$ cat config.mk
export PLATFORM = sky130hd
export DESIGN_NAME = spi_slave_responder_flat
export DESIGN_NICKNAME = d
export VERILOG_FILES = /design/src/rtl/spi_pkg.sv /design/src/rtl/spi_slave_responder_if.sv /design/src/rtl/spi_sync_edge.sv /design/src/rtl/spi_slave_responder.sv /design/src/flat_wrapper.sv
export SDC_FILE = /design/constraint.sdc
export NUM_CORES = 1
export LEC_CHECK = 0
export CAP_MARGIN = 20
export CORE_MARGIN = 2
export CORE_UTILIZATION = 49
export DETAILED_ROUTE_END_ITERATION = 12
export PLACE_DENSITY = 0.75
export SETUP_SLACK_MARGIN = 0.3
export SYNTH_ARGS = -nofsm -noshare
export SYNTH_HDL_FRONTEND = slang
export SYNTH_SLANG_ARGS = --single-unit
$ cat constraint.sdc
create_clock -name clk -period 1.8 [get_ports clk]
set_input_delay 0.36 -clock clk [delete_from_list [all_inputs] [get_ports clk]]
set_output_delay 0.36 -clock clk [all_outputs]
set_load 0.02 [all_outputs]
$ cat src/rtl/spi_pkg.sv
// Shared SPI slave definitions: controller states, SPI mode encoding and default frame width.
package spi_pkg;

    typedef enum logic [1:0] {
        IDLE  = 2'd0,
        SHIFT = 2'd1,
        HOLD  = 2'd2
    } spi_state_e;

    // {CPOL, CPHA}
    localparam logic [1:0] SPI_MODE0      = 2'b00;
    localparam int         DEFAULT_DATA_W = 16;

endpackage

$ cat src/rtl/spi_slave_responder_if.sv
// SPI pins plus the parallel TX/RX handshake of the slave responder.
interface spi_slave_responder_if
    import spi_pkg::*;
#(
    parameter int DATA_W = DEFAULT_DATA_W
) ();

    logic              sclk;
    logic              ss;
    logic              mosi;
    logic              miso;
    logic              miso_oe;
    logic [DATA_W-1:0] tx_data;
    logic              tx_valid;
    logic              tx_ready;
    logic [DATA_W-1:0] rx_data;
    logic              rx_valid;
    logic              frame_err;
    logic              tx_underrun;
    logic              busy;

    modport slave (
        input  sclk, ss, mosi, tx_data, tx_valid,
        output miso, miso_oe, tx_ready, rx_data, rx_valid, frame_err, tx_underrun, busy
    );

    modport master (
        output sclk, ss, mosi, tx_data, tx_valid,
        input  miso, miso_oe, tx_ready, rx_data, rx_valid, frame_err, tx_underrun, busy
    );

endinterface

$ cat src/rtl/spi_sync_edge.sv
// Multi-flop synchronizer for one asynchronous input, plus an edge-detect flop
// giving single-cycle rise/fall pulses aligned with the synchronized level.
module spi_sync_edge #(
    parameter int   STAGES    = 2,
    parameter logic RESET_VAL = 1'b0
) (
    input  logic clk,
    input  logic rst_n,
    input  logic d,
    output logic q,
    output logic rise,
    output logic fall
);

    logic [STAGES-1:0] sync_q, sync_d;
    logic              edge_q, edge_d;

    always_comb begin
        sync_d = {sync_q[STAGES-2:0], d};
        edge_d = sync_q[STAGES-1];
    end

    always_ff @(posedge clk or negedge rst_n) begin
        if (!rst_n) begin
            sync_q <= {STAGES{RESET_VAL}};
            edge_q <= RESET_VAL;
        end else begin
            sync_q <= sync_d;
            edge_q <= edge_d;
        end
    end

    assign q    = sync_q[STAGES-1];
    assign rise =  q & ~edge_q;
    assign fall = ~q &  edge_q;

endmodule

$ cat src/rtl/spi_slave_responder.sv
// SPI mode-0 slave: oversamples sclk/ss/mosi in the clk domain, shifts one
// DATA_W-bit word each way per frame, with a one-word TX holding register.
module spi_slave_responder
    import spi_pkg::*;
#(
    parameter int DATA_W      = DEFAULT_DATA_W,
    parameter int SYNC_STAGES = 2
) (
    input  logic                  clk,
    input  logic                  rst_n,
    spi_slave_responder_if.slave  bus
);

    localparam int               CNT_W    = $clog2(DATA_W + 1);
    localparam logic [CNT_W-1:0] LAST_BIT = CNT_W'(DATA_W - 1);
    // Idle levels for {ss, sclk, mosi}; sclk idles at CPOL.
    localparam logic [2:0]       SYNC_RST = {1'b1, SPI_MODE0[1], 1'b0};

    logic [2:0] pin_raw, pin_lvl, pin_rise, pin_fall;
    logic       ss_lvl, ss_rise, ss_fall, sclk_rise, sclk_fall, mosi_lvl;
    logic       unused_sync;

    assign pin_raw = {bus.ss, bus.sclk, bus.mosi};

    generate
        for (genvar gi = 0; gi < 3; gi++) begin : g_sync
            spi_sync_edge #(
                .STAGES    (SYNC_STAGES),
                .RESET_VAL (SYNC_RST[gi])
            ) u_sync (
                .clk   (clk),
                .rst_n (rst_n),
                .d     (pin_raw[gi]),
                .q     (pin_lvl[gi]),
                .rise  (pin_rise[gi]),
                .fall  (pin_fall[gi])
            );
        end
    endgenerate

    assign ss_lvl      = pin_lvl[2];
    assign ss_rise     = pin_rise[2];
    assign ss_fall     = pin_fall[2];
    assign sclk_rise   = pin_rise[1];
    assign sclk_fall   = pin_fall[1];
    assign mosi_lvl    = pin_lvl[0];
    assign unused_sync = &{1'b0, pin_lvl[1], pin_rise[0], pin_fall[0]};

    spi_state_e        state_q, state_d;
    logic [CNT_W-1:0]  bit_cnt_q, bit_cnt_d;
    logic [DATA_W-1:0] hold_q, hold_d;
    logic              hold_full_q, hold_full_d;
    logic [DATA_W-1:0] tx_sh_q, tx_sh_d;
    logic [DATA_W-1:0] rx_sh_q, rx_sh_d;
    logic [DATA_W-1:0] rx_data_q, rx_data_d;
    logic              rx_pend_q, rx_pend_d;
    logic              rx_valid_q, rx_valid_d;
    logic              frame_err_q, frame_err_d;
    logic              underrun_q, underrun_d;
    logic              err_seen_q, err_seen_d;
    logic              tx_accept;

    assign tx_accept = bus.tx_valid & ~hold_full_q;

    always_comb begin
        state_d     = state_q;
        bit_cnt_d   = bit_cnt_q;
        hold_d      = hold_q;
        hold_full_d = hold_full_q;
        tx_sh_d     = tx_sh_q;
        rx_sh_d     = rx_sh_q;
        rx_data_d   = rx_data_q;
        rx_pend_d   = 1'b0;
        rx_valid_d  = rx_pend_q;
        frame_err_d = 1'b0;
        underrun_d  = 1'b0;
        err_seen_d  = err_seen_q;

        case (state_q)
            IDLE: begin
                if (ss_fall) begin
                    state_d     = SHIFT;
                    bit_cnt_d   = '0;
                    err_seen_d  = 1'b0;
                    tx_sh_d     = hold_full_q ? hold_q : '0;
                    underrun_d  = ~hold_full_q;
                    hold_full_d = 1'b0;
                end
            end
            SHIFT: begin
                if (ss_rise) begin
                    state_d     = IDLE;
                    bit_cnt_d   = '0;
                    frame_err_d = 1'b1;
                    tx_sh_d     = '0;
                end else begin
                    if (sclk_rise) begin
                        rx_sh_d   = {rx_sh_q[DATA_W-2:0], mosi_lvl};
                        bit_cnt_d = bit_cnt_q + CNT_W'(1);
                        if (bit_cnt_q == LAST_BIT) begin
                            rx_data_d = rx_sh_d;
                            rx_pend_d = 1'b1;
                            state_d   = HOLD;
                        end
                    end
                    if (sclk_fall) begin
                        tx_sh_d = {tx_sh_q[DATA_W-2:0], 1'b0};
                    end
                end
            end
            HOLD: begin
                // Surplus sclk edges after a full word are flagged once per frame.
                if (sclk_rise && !err_seen_q) begin
                    frame_err_d = 1'b1;
                    err_seen_d  = 1'b1;
                end
                if (ss_rise) begin
                    state_d   = IDLE;
                    bit_cnt_d = '0;
                end
            end
            default: state_d = IDLE;
        endcase

        // A word accepted in the frame-start cycle lands in the just-freed holding register.
        if (tx_accept) begin
            hold_d      = bus.tx_data;
            hold_full_d = 1'b1;
        end
    end

    always_ff @(posedge clk or negedge rst_n) begin
        if (!rst_n) begin
            state_q     <= IDLE;
            bit_cnt_q   <= '0;
            hold_q      <= '0;
            hold_full_q <= 1'b0;
            tx_sh_q     <= '0;
            rx_sh_q     <= '0;
            rx_data_q   <= '0;
            rx_pend_q   <= 1'b0;
            rx_valid_q  <= 1'b0;
            frame_err_q <= 1'b0;
            underrun_q  <= 1'b0;
            err_seen_q  <= 1'b0;
        end else begin
            state_q     <= state_d;
            bit_cnt_q   <= bit_cnt_d;
            hold_q      <= hold_d;
            hold_full_q <= hold_full_d;
            tx_sh_q     <= tx_sh_d;
            rx_sh_q     <= rx_sh_d;
            rx_data_q   <= rx_data_d;
            rx_pend_q   <= rx_pend_d;
            rx_valid_q  <= rx_valid_d;
            frame_err_q <= frame_err_d;
            underrun_q  <= underrun_d;
            err_seen_q  <= err_seen_d;
        end
    end

    assign bus.miso_oe     = ~ss_lvl;
    assign bus.miso        = ~ss_lvl & (state_q != IDLE) & tx_sh_q[DATA_W-1];
    assign bus.tx_ready    = ~hold_full_q;
    assign bus.rx_data     = rx_data_q;
    assign bus.rx_valid    = rx_valid_q;
    assign bus.frame_err   = frame_err_q;
    assign bus.tx_underrun = underrun_q;
    assign bus.busy        = (state_q != IDLE);

endmodule

$ cat src/flat_wrapper.sv
// flat-port wrapper written by rule: the top's interface ports become plain ports
module spi_slave_responder_flat import spi_pkg::*;
#(
    parameter int DATA_W      = DEFAULT_DATA_W,
    parameter int SYNC_STAGES = 2
)
  (clk, rst_n, bus_sclk, bus_ss, bus_mosi, bus_tx_data, bus_tx_valid, bus_miso, bus_miso_oe, bus_tx_ready, bus_rx_data, bus_rx_valid, bus_frame_err, bus_tx_underrun, bus_busy);
  spi_slave_responder_if #(.DATA_W(DATA_W)) bus_i ();
  input  logic clk;
  input  logic rst_n;
  input wire logic [$bits(bus_i.sclk)-1:0] bus_sclk;
  input wire logic [$bits(bus_i.ss)-1:0] bus_ss;
  input wire logic [$bits(bus_i.mosi)-1:0] bus_mosi;
  input wire logic [$bits(bus_i.tx_data)-1:0] bus_tx_data;
  input wire logic [$bits(bus_i.tx_valid)-1:0] bus_tx_valid;
  output wire logic [$bits(bus_i.miso)-1:0] bus_miso;
  output wire logic [$bits(bus_i.miso_oe)-1:0] bus_miso_oe;
  output wire logic [$bits(bus_i.tx_ready)-1:0] bus_tx_ready;
  output wire logic [$bits(bus_i.rx_data)-1:0] bus_rx_data;
  output wire logic [$bits(bus_i.rx_valid)-1:0] bus_rx_valid;
  output wire logic [$bits(bus_i.frame_err)-1:0] bus_frame_err;
  output wire logic [$bits(bus_i.tx_underrun)-1:0] bus_tx_underrun;
  output wire logic [$bits(bus_i.busy)-1:0] bus_busy;
  assign bus_i.sclk = bus_sclk;
  assign bus_i.ss = bus_ss;
  assign bus_i.mosi = bus_mosi;
  assign bus_i.tx_data = bus_tx_data;
  assign bus_i.tx_valid = bus_tx_valid;
  assign bus_miso = bus_i.miso;
  assign bus_miso_oe = bus_i.miso_oe;
  assign bus_tx_ready = bus_i.tx_ready;
  assign bus_rx_data = bus_i.rx_data;
  assign bus_rx_valid = bus_i.rx_valid;
  assign bus_frame_err = bus_i.frame_err;
  assign bus_tx_underrun = bus_i.tx_underrun;
  assign bus_busy = bus_i.busy;
  spi_slave_responder #(.DATA_W(DATA_W), .SYNC_STAGES(SYNC_STAGES)) u_core (.clk(clk), .rst_n(rst_n), .bus(bus_i));
endmodule
==> summary.md, run 1 <==
| Metric | Value |
|---|---|
| Maximum Capacitance Violations | `0` |
| Drt wl/cell | `17.6 microns` |
| Final instance area | `4870 sq um` |
| Core area | `6830 sq um` |
| Worst-case setup slack after placement | `-0.0622 ns` |
| Simple-gate share of the synthesized area | `5.92%` |
| Final HPWL from detailed placement | `3910 microns` |
| Post-synthesis instance total | `239` |
| Max Root-Sink Buffers | `2` |
| Startpoint type of the worst setup path | `flip-flop` |
| Wire length reported by the detailed router | `7430 microns` |
| Relative slew slack | `68.5%` |
| Slew @ Worst Pin | `0.469 ns` |
| Setup skew after layout | `0.00962 ns` |
| Number of storage elements in the synthesis netlist | `84` |
| Clock tree from TritonCTS | `built` |
| Nets | `347` |
| Register area share after synthesis | `60.3%` |
| Type of the worst min-delay path | `input pin to asynchronous set/reset pin` |
| H-tree depth reported by CTS | `3` |
| Combinational family with the most area after synthesis | `multiplexers` |
| Multiplexer share of the synthesized area | `21.5%` |
| Crit Path Max Fanout | `8` |
| Effective utilization at floorplan | `51.1%` |
| Area delta synth->final | `39.5%` |
| Boundary Pins | `45` |
| Clock root buffer | `clkbuf_8` |
| Routed vias | `2243` |
| Data arrival at the endpoint of the critical path | `2.09 ns` |
| Placer Congestion | `0.845` |
| DRC | `0` |
| Total CTS buffers | `9` |
| Count of nets left with antenna violations after detail routing | `0` |
| Synthesized-area fraction occupied by ao, oa, aoi and oai cells | `7.35%` |
| Count of inserted antenna diode cells | `0` |
| Share of the clock period used by the worst path after layout | `103%` |
| Standard-cell row count | `30` |
| Post-synth net total | `266` |
| Unrepaired setup endpoints after global routing | `true` |
| Number of global-route vias before repair | `2170` |
| Required time of the critical path | `2.04 ns` |
| Final setup violating endpoints | `14` |
| First-pass GRT wire length | `10900 microns` |
| Peak supply drop | `0.689 mV` |
| Pin count of the biggest net entering global routing | `85` |
| Horizontal die dimension | `88.4 microns` |
| Die area | `7810 sq um` |
| Violations in the final reports | `negative setup slack` |
| Proportion of power drawn by the clock network | `26.4%` |
| Yosys warns | `0` |
| Kind of capture point of the worst setup path | `flip-flop` |
| Initial drt markers | `97` |
| Type of the worst setup path | `flip-flop to flip-flop` |
| Total cell area at the placement stage | `4160 sq um` |
| Die height | `88.4 microns` |
| LEAKAGE | `2.41 nW` |
| Internal power component | `0.00471 W` |
| Part of the total power dissipated in sequential elements | `39.7%` |
| Psw | `0.00191 W` |
| Final-report max-slew violation count | `0` |
| Logic gate share of total power | `33.9%` |
| Mean area per synthesized cell | `14.6 sq um` |
| Ratio of cells with drive above 1 in the final layout | `47.4%` |
| Remaining global-route overflow | `0` |
| Clock Latency Late Sink | `0.35 ns` |
| Parity-gate share of the synthesized area counting xor and xnor cells | `0%` |
| P per Cell Area | `1360 nW/um^2` |
| Number of clock sinks seen by CTS | `84` |
| Post-layout min period | `1.85 ns` |
| Highest clock rate | `541 MHz` |
| Routed vias/inst | `5.33` |
| Total global routing track utilization | `18.5%` |
| Status | `complete, but fails checks` |
| Flip-flop cell with the highest count after synthesis | `dfrtp_1` |
| Drt pass-1 iters | `4` |
| PnR worst setup slack | `-0.0487 ns` |
| Count of flip-flops with a built-in enable after synthesis | `0` |
| Total count of hold-check failures in the final report | `0` |
| Antenna violations before repair | `0` |
| Number of buffers inserted for hold repair after clock tree synthesis | `0` |
| Worst Hold Margin | `0.0163 ns` |
| Count of buffers inserted at the top-level ports | `44` |
| Fraction of power spent switching nets | `28.8%` |
| Post-synthesis async set-or-reset flop share | `100%` |
| Post-synthesis adder-cell area fraction | `1.79%` |
| Number of library cell types mapped by synthesis | `42` |
| Syn Std Cell Area | `3490 sq um` |
| Clock transition at the registers of the reported paths | `0.09 ns` |
[layer usage]
layer	vias up	wire (microns)	global-route usage (%)	share of wire, %
met3	11	149	3.08	2.0
met5	-	0	0	0
met2	45	3820	27.8	51
met4	0	127	7.85	1.7
li1	1019	-	-	-
met1	1168	3330	27.0	45
[kinds of logic (layout without fill, tap and decap cells)]
group | Yosys count | after routing
AND/OR/NAND/NOR | 33 | 36
adder cells (fa/ha/maj) | 5 | 5
buffers and inverters | 19 | 102
AO/OA/AOI/OAI | 34 | 34
multiplexers | 64 | 64
flip-flops | 84 | 84
[Yosys cell counts (2+ instances only)]
| library cell | number | area [sq um] |
|---|---|---|
| dfstp_2 | 3 | 78.8 |
| mux2_4 | 9 | 135 |
| nand2_1 | 7 | 26.3 |
| mux2_2 | 52 | 586 |
| nor2_1 | 4 | 15.0 |
| nor3b_1 | 2 | 15.0 |
| inv_1 | 10 | 37.5 |
| nor2b_1 | 4 | 25.0 |
| buf_2 | 3 | 15.0 |
| o31ai_1 | 2 | 15.0 |
| ha_1 | 5 | 62.6 |
| clkbuf_1 | 3 | 11.3 |
| and3_1 | 2 | 12.5 |
| dfrtp_1 | 81 | 2030 |
| a22o_1 | 15 | 131 |
| buf_6 | 2 | 22.5 |
| mux2i_1 | 2 | 20.0 |
| a31oi_1 | 3 | 18.8 |
| o21ai_0 | 7 | 35.0 |
[sequential cells by signal (all words and copies together), names as in the netlist, 2 cells and up]
register	count
u_core.rx_sh_q	15
u_core.g_sync.u_sync.sync_q	6
u_core.tx_sh_q	16
u_core.state_q	2
u_core.bit_cnt_q	5
u_core.bus.rx_data	16
u_core.g_sync.u_sync.edge_q	2
u_core.hold_q	16
[critical path: stages, from the launching register on]
cell     delay, ns
dfrtp_1       0.40
inv_2         0.11
ha_4          0.19
inv_4         0.06
o32a_1        0.39
buf_12        0.15
buf_12        0.14
mux2_4        0.29
[cells in the final DEF, fill, tap and decap left out, drive strengths merged, types with 4 or more instances in the layout]
master and count:
nand3 4, clkdlybuf4s50 20, nand2 9, dfrtp 81, a22o 15, buf 37
ha 5, dlygate4sd2 19, o21ai 7, clkbuf 9, bufinv 4, nor2b 5
inv 10, nor2 6, mux2 62
[what timing repair did]
item                       CTS  global route
cloned                       2             1
resized for setup           53            57
pin swaps                    3            10
buffers inserted             7            14
setup endpoints to repair   77            57
[worst paths after layout]
check	startpoint	endpoint	slack (ns)	depth (start not counted)
hold reg to reg	u_core.g_sync[0].u_sync.sync_q[0]	u_core.g_sync[0].u_sync.sync_q[1]	0.35	0
setup / recovery	u_core.state_q[1]	u_core.tx_sh_q[10]	-0.05	7
max in group asynchronous	rst_n	u_core.g_sync[2].u_sync.edge_q	1.43	2
hold / removal	rst_n	u_core.hold_q[8]	0.02	2
min in group clk	u_core.g_sync[0].u_sync.sync_q[0]	u_core.g_sync[0].u_sync.sync_q[1]	0.35	0
setup reg to reg	u_core.state_q[1]	u_core.tx_sh_q[10]	-0.05	7
[stage by stage]
stage	util [%]	setup TNS, ns	cells	total power [W]
after CTS	66.2	0	406	0.00614
after global routing	71.3	-1.37	421	0.00692
final	71.3	-0.533	421	0.00662
after detailed placement	60.9	-0.569	381	0.00433
after global placement	60.9	0	381	0.00424
after floorplan	-	0	239	0.00380
[power groups by stage]
stage | sequential, W | clock [W] | combinational (W)
detailed placement | 0.00264 | 0 | 0.00169
CTS | 0.00261 | 0.00175 | 0.00178
global placement | 0.00263 | 0 | 0.00162
finish | 0.00263 | 0.00175 | 0.00224
floorplan | 0.00256 | 0 | 0.00125
global route | 0.00268 | 0.00183 | 0.00241
[cell type report]
cell class / instances / area [sq um]
Sequential cell: 84 / 2110
Fill cell: 456 / 1960
Multi-Input combinational cell: 139 / 1570
Timing Repair Buffer: 76 / 766
Clock inverter: 7 / 139
Clock buffer: 9 / 124
Tap cell: 96 / 120
Inverter: 10 / 42.5
Note: power is estimated with default switching activity, not from simulation.
==> inputs of run 2 (changes only) <==
--- a/config.mk
+++ b/config.mk
@@ -10,7 +10,9 @@
 export CORE_UTILIZATION = 49
 export DETAILED_ROUTE_END_ITERATION = 12
 export PLACE_DENSITY = 0.75
+export RECOVER_POWER = 100
 export SETUP_SLACK_MARGIN = 0.3
+export SLEW_MARGIN = 30
 export SYNTH_ARGS = -nofsm -noshare
 export SYNTH_HDL_FRONTEND = slang
 export SYNTH_SLANG_ARGS = --single-unit
==> run 2 against run 1 <==
  * The run still ends with negative setup slack left
  * Core utilization decreased by 0.18 points
  * Critical path depth unchanged
  * Die area unchanged
  * Sequential share of layout area increased by 0.11 points
  * Non-clock buffer count unchanged
  * Hold slack improved by 0.34 ns
  * Global-route usage unchanged
  * Wire length increased by 0.15%
  * Clock power about the same
  * Highest routed layer unchanged
==> summary.md, run 2 (synthesis gave the netlist of run 1 again) <==
| Metric | Value |
|---|---|
| Type of the worst setup path | `flip-flop to flip-flop` |
| Filler cell count in the final layout | `457 (+0.22%)` |
| Filler-free cell count of the finished design | `421 (unchanged)` |
| Commonest cells after routing, fill and taps aside | `dfrtp_1 (81), mux2_4 (32), mux2_2 (30)` |
| FF-to-FF Start | `u_core.state_q[1]` |
| Logic gate share of total power | `33.8% (about the same)` |
| Total global routing track utilization | `18.5% (unchanged)` |
| Drt pass-1 iters | `4 (unchanged)` |
| Standard-cell row count | `30 (unchanged)` |
| Final-report max-slew violation count | `0 (unchanged)` |
| Remaining global-route overflow | `0 (unchanged)` |
| Effective utilization at floorplan | `51.1% (unchanged)` |
| Clock transition at the registers of the reported paths | `0.09 ns (about the same)` |
| Startpoint type of the worst setup path | `flip-flop` |
| Part of the total power dissipated in sequential elements | `39.8% (about the same)` |
| Buffers and inverters on the worst path | `4 (unchanged)` |
| Proportion of power drawn by the clock network | `26.3% (about the same)` |
| Initial drt markers | `92 (-5.2%)` |
| Global Route met2 Usage | `27.8% (unchanged)` |
| Dpl cells | `381 (unchanged)` |
| Final setup violating endpoints | `14 (unchanged)` |
| Hold Crit Start | `u_core.g_sync[0].u_sync.sync_q[0]` |
| Count of buffers inserted at the top-level ports | `44 (unchanged)` |
| Count of nets left with antenna violations after detail routing | `0 (unchanged)` |
| Worst-path cell chain | `inv_2, ha_4, inv_4, o32a_1, buf_12, buf_12, mux2_4` |
| Status | `complete, but fails checks` |
| Crit Path Max Fanout | `8 (unchanged)` |
| Number of buffers inserted for hold repair after clock tree synthesis | `0 (unchanged)` |
| Violations in the final reports | `negative setup slack` |
| P per Cell Area | `1360 nW/um^2 (about the same)` |
| Die area | `7810 sq um (unchanged)` |
| Count of inserted antenna diode cells | `0 (unchanged)` |
| Area occupied by multi-input gates | `1570 sq um (unchanged)` |
| Setup skew after layout | `0.0105 ns (+0.000837 ns)` |
| Data arrival at the endpoint of the critical path | `2.08 ns (about the same)` |
| Pin count of the biggest net entering global routing | `85 (unchanged)` |
| Highest clock rate | `542 MHz (+0.13%)` |
| Core area | `6830 sq um (unchanged)` |
| Maximum Capacitance Violations | `0 (unchanged)` |
| Drt wl/cell | `17.7 microns (+0.15%)` |
| Psw | `0.00189 W (-0.60%)` |
| Slowest stage delay, CP | `0.40 ns (about the same)` |
| Tot Pwr | `0.00660 W (-0.25%)` |
| Crit path launch | `u_core.state_q[1]` |
| Antenna violations before repair | `0 (unchanged)` |
| Peak supply drop | `0.686 mV (-0.47%)` |
| Most common cell type on the critical path | `buf_12` |
| Wire length reported by the detailed router | `7440 microns (+0.15%)` |
| First-pass GRT wire length | `10900 microns (unchanged)` |
| Unrepaired setup endpoints after global routing | `true` |
| Met3 Usage GRT | `3.08% (unchanged)` |
| Accumulated negative setup slack | `-0.505 ns (+0.0277 ns)` |
| Kind of cell adding the most delay to the critical path | `buffers and inverters` |
| GR peak layer | `met2` |
| H-tree depth reported by CTS | `3 (unchanged)` |
| Post-layout min period | `1.85 ns (-0.00232 ns)` |
| Nets | `347 (unchanged)` |
| Cell with the largest stage delay on the worst path | `dfrtp_1` |
| Internal power component | `0.00471 W (-0.11%)` |
| Type of the worst min-delay path | `flip-flop to flip-flop` |
| Clock Latency Late Sink | `0.35 ns (about the same)` |
| Clock root buffer | `clkbuf_8` |
| Routed vias/inst | `5.36 (+0.58%)` |
| Placer Congestion | `0.845 (unchanged)` |
| Die height | `88.4 microns (unchanged)` |
| Worst Hold Margin | `0.354 ns (+0.338 ns)` |
| Total count of hold-check failures in the final report | `0 (unchanged)` |
| Share of the clock period used by the worst path after layout | `103% (-0.13 points)` |
| Horizontal die dimension | `88.4 microns (unchanged)` |
| Routed vias | `2256 (+0.58%)` |
| Met1 track demand over resource in global routing | `27.0% (unchanged)` |
| Area delta synth->final | `39.2%` |
| Slew @ Worst Pin | `1.09 ns (+0.622 ns)` |
| FF+latch area | `2110 sq um (unchanged)` |
| PnR worst setup slack | `-0.0463 ns (+0.00232 ns)` |
| LEAKAGE | `2.40 nW (-0.20%)` |
| Total CTS buffers | `9 (unchanged)` |
| Number of clock sinks seen by CTS | `84 (unchanged)` |
| Boundary Pins | `45 (unchanged)` |
| DRC | `0 (unchanged)` |
| Kind of capture point of the worst setup path | `flip-flop` |
| Most common library cell in the layout ignoring fill and taps | `dfrtp_1` |
| Ratio of cells with drive above 1 in the final layout | `47.1% (-0.31 points)` |
| Clock tree from TritonCTS | `built` |
| Final HPWL from detailed placement | `3910 microns (unchanged)` |
| Max Root-Sink Buffers | `2 (unchanged)` |
| Relative slew slack | `27.3% (-41 points)` |
| Required time of the critical path | `2.03 ns (about the same)` |
| Number of global-route vias before repair | `2170 (unchanged)` |
| Share of the core filled with cells in the final layout | `71.1% (-0.18 points)` |
| Fraction of power spent switching nets | `28.7% (-0.10 points)` |
run 2: changes by cell type in the layout (fill, tap and decap cells not counted), sizes merged:
cell | before | now
clkdlybuf4s50 | 20 | 17
clkbuf | 9 | 11
buf | 37 | 35
dlygate4sd3 | 0 | 3
run 2: metal layers:
metal	share of wire, %	up-vias
met5	0	-
met4	1.1	0
met3	2.2	6
met2	52	35
met1	44	1191
li1	-	1024
run 2: worst paths after layout:
kind | to | slack (ns) | cells after the start
min | u_core.g_sync[0].u_sync.sync_q[1] | 0.35 | 0
max in group asynchronous | u_core.bus.rx_data[14] | 0.77 | 2
min reg2reg | u_core.g_sync[0].u_sync.sync_q[1] | 0.35 | 0
min in group asynchronous | u_core.hold_q[8] | 0.36 | 2
max | u_core.tx_sh_q[10] | -0.05 | 7
max reg2reg | u_core.tx_sh_q[10] | -0.05 | 7
run 2: repair_timing:
item | CTS | global route
gates cloned | 2 | 1
setup buffers | 7 | 14
setup endpoints to repair | 77 | 57
pin swaps | 3 | 10
gates resized for setup | 53 | 57
run 2: area by class of cell:
class / count / area share [%]
clock buffers: 9 / 2.55
multi-input cells: 139 / 32.4
inverters: 10 / 0.876
well taps: 96 / 2.47
repair buffers: 76 / 15.5
flip-flops and latches: 84 / 43.4
clock inverters: 7 / 2.86
run 2: stage by stage:
step / setup slack [ns] / cell area, sq um
final: -0.0463 / 4860
after global routing: -0.0974 / 4860
after CTS: 0.0176 / 4520
after detailed placement: -0.0622 / 4160
after global placement: 0.0114 / 4160
after floorplan: 0.00671 / 3550
run 2: power by group through the flow:
stage	registers, W	clock network, W	logic (W)
after floorplan	0.00256	0	0.00125
after global placement	0.00263	0	0.00162
after detailed placement	0.00264	0	0.00169
after CTS	0.00261	0.00175	0.00178
after global routing	0.00268	0.00183	0.00240
final	0.00263	0.00174	0.00223
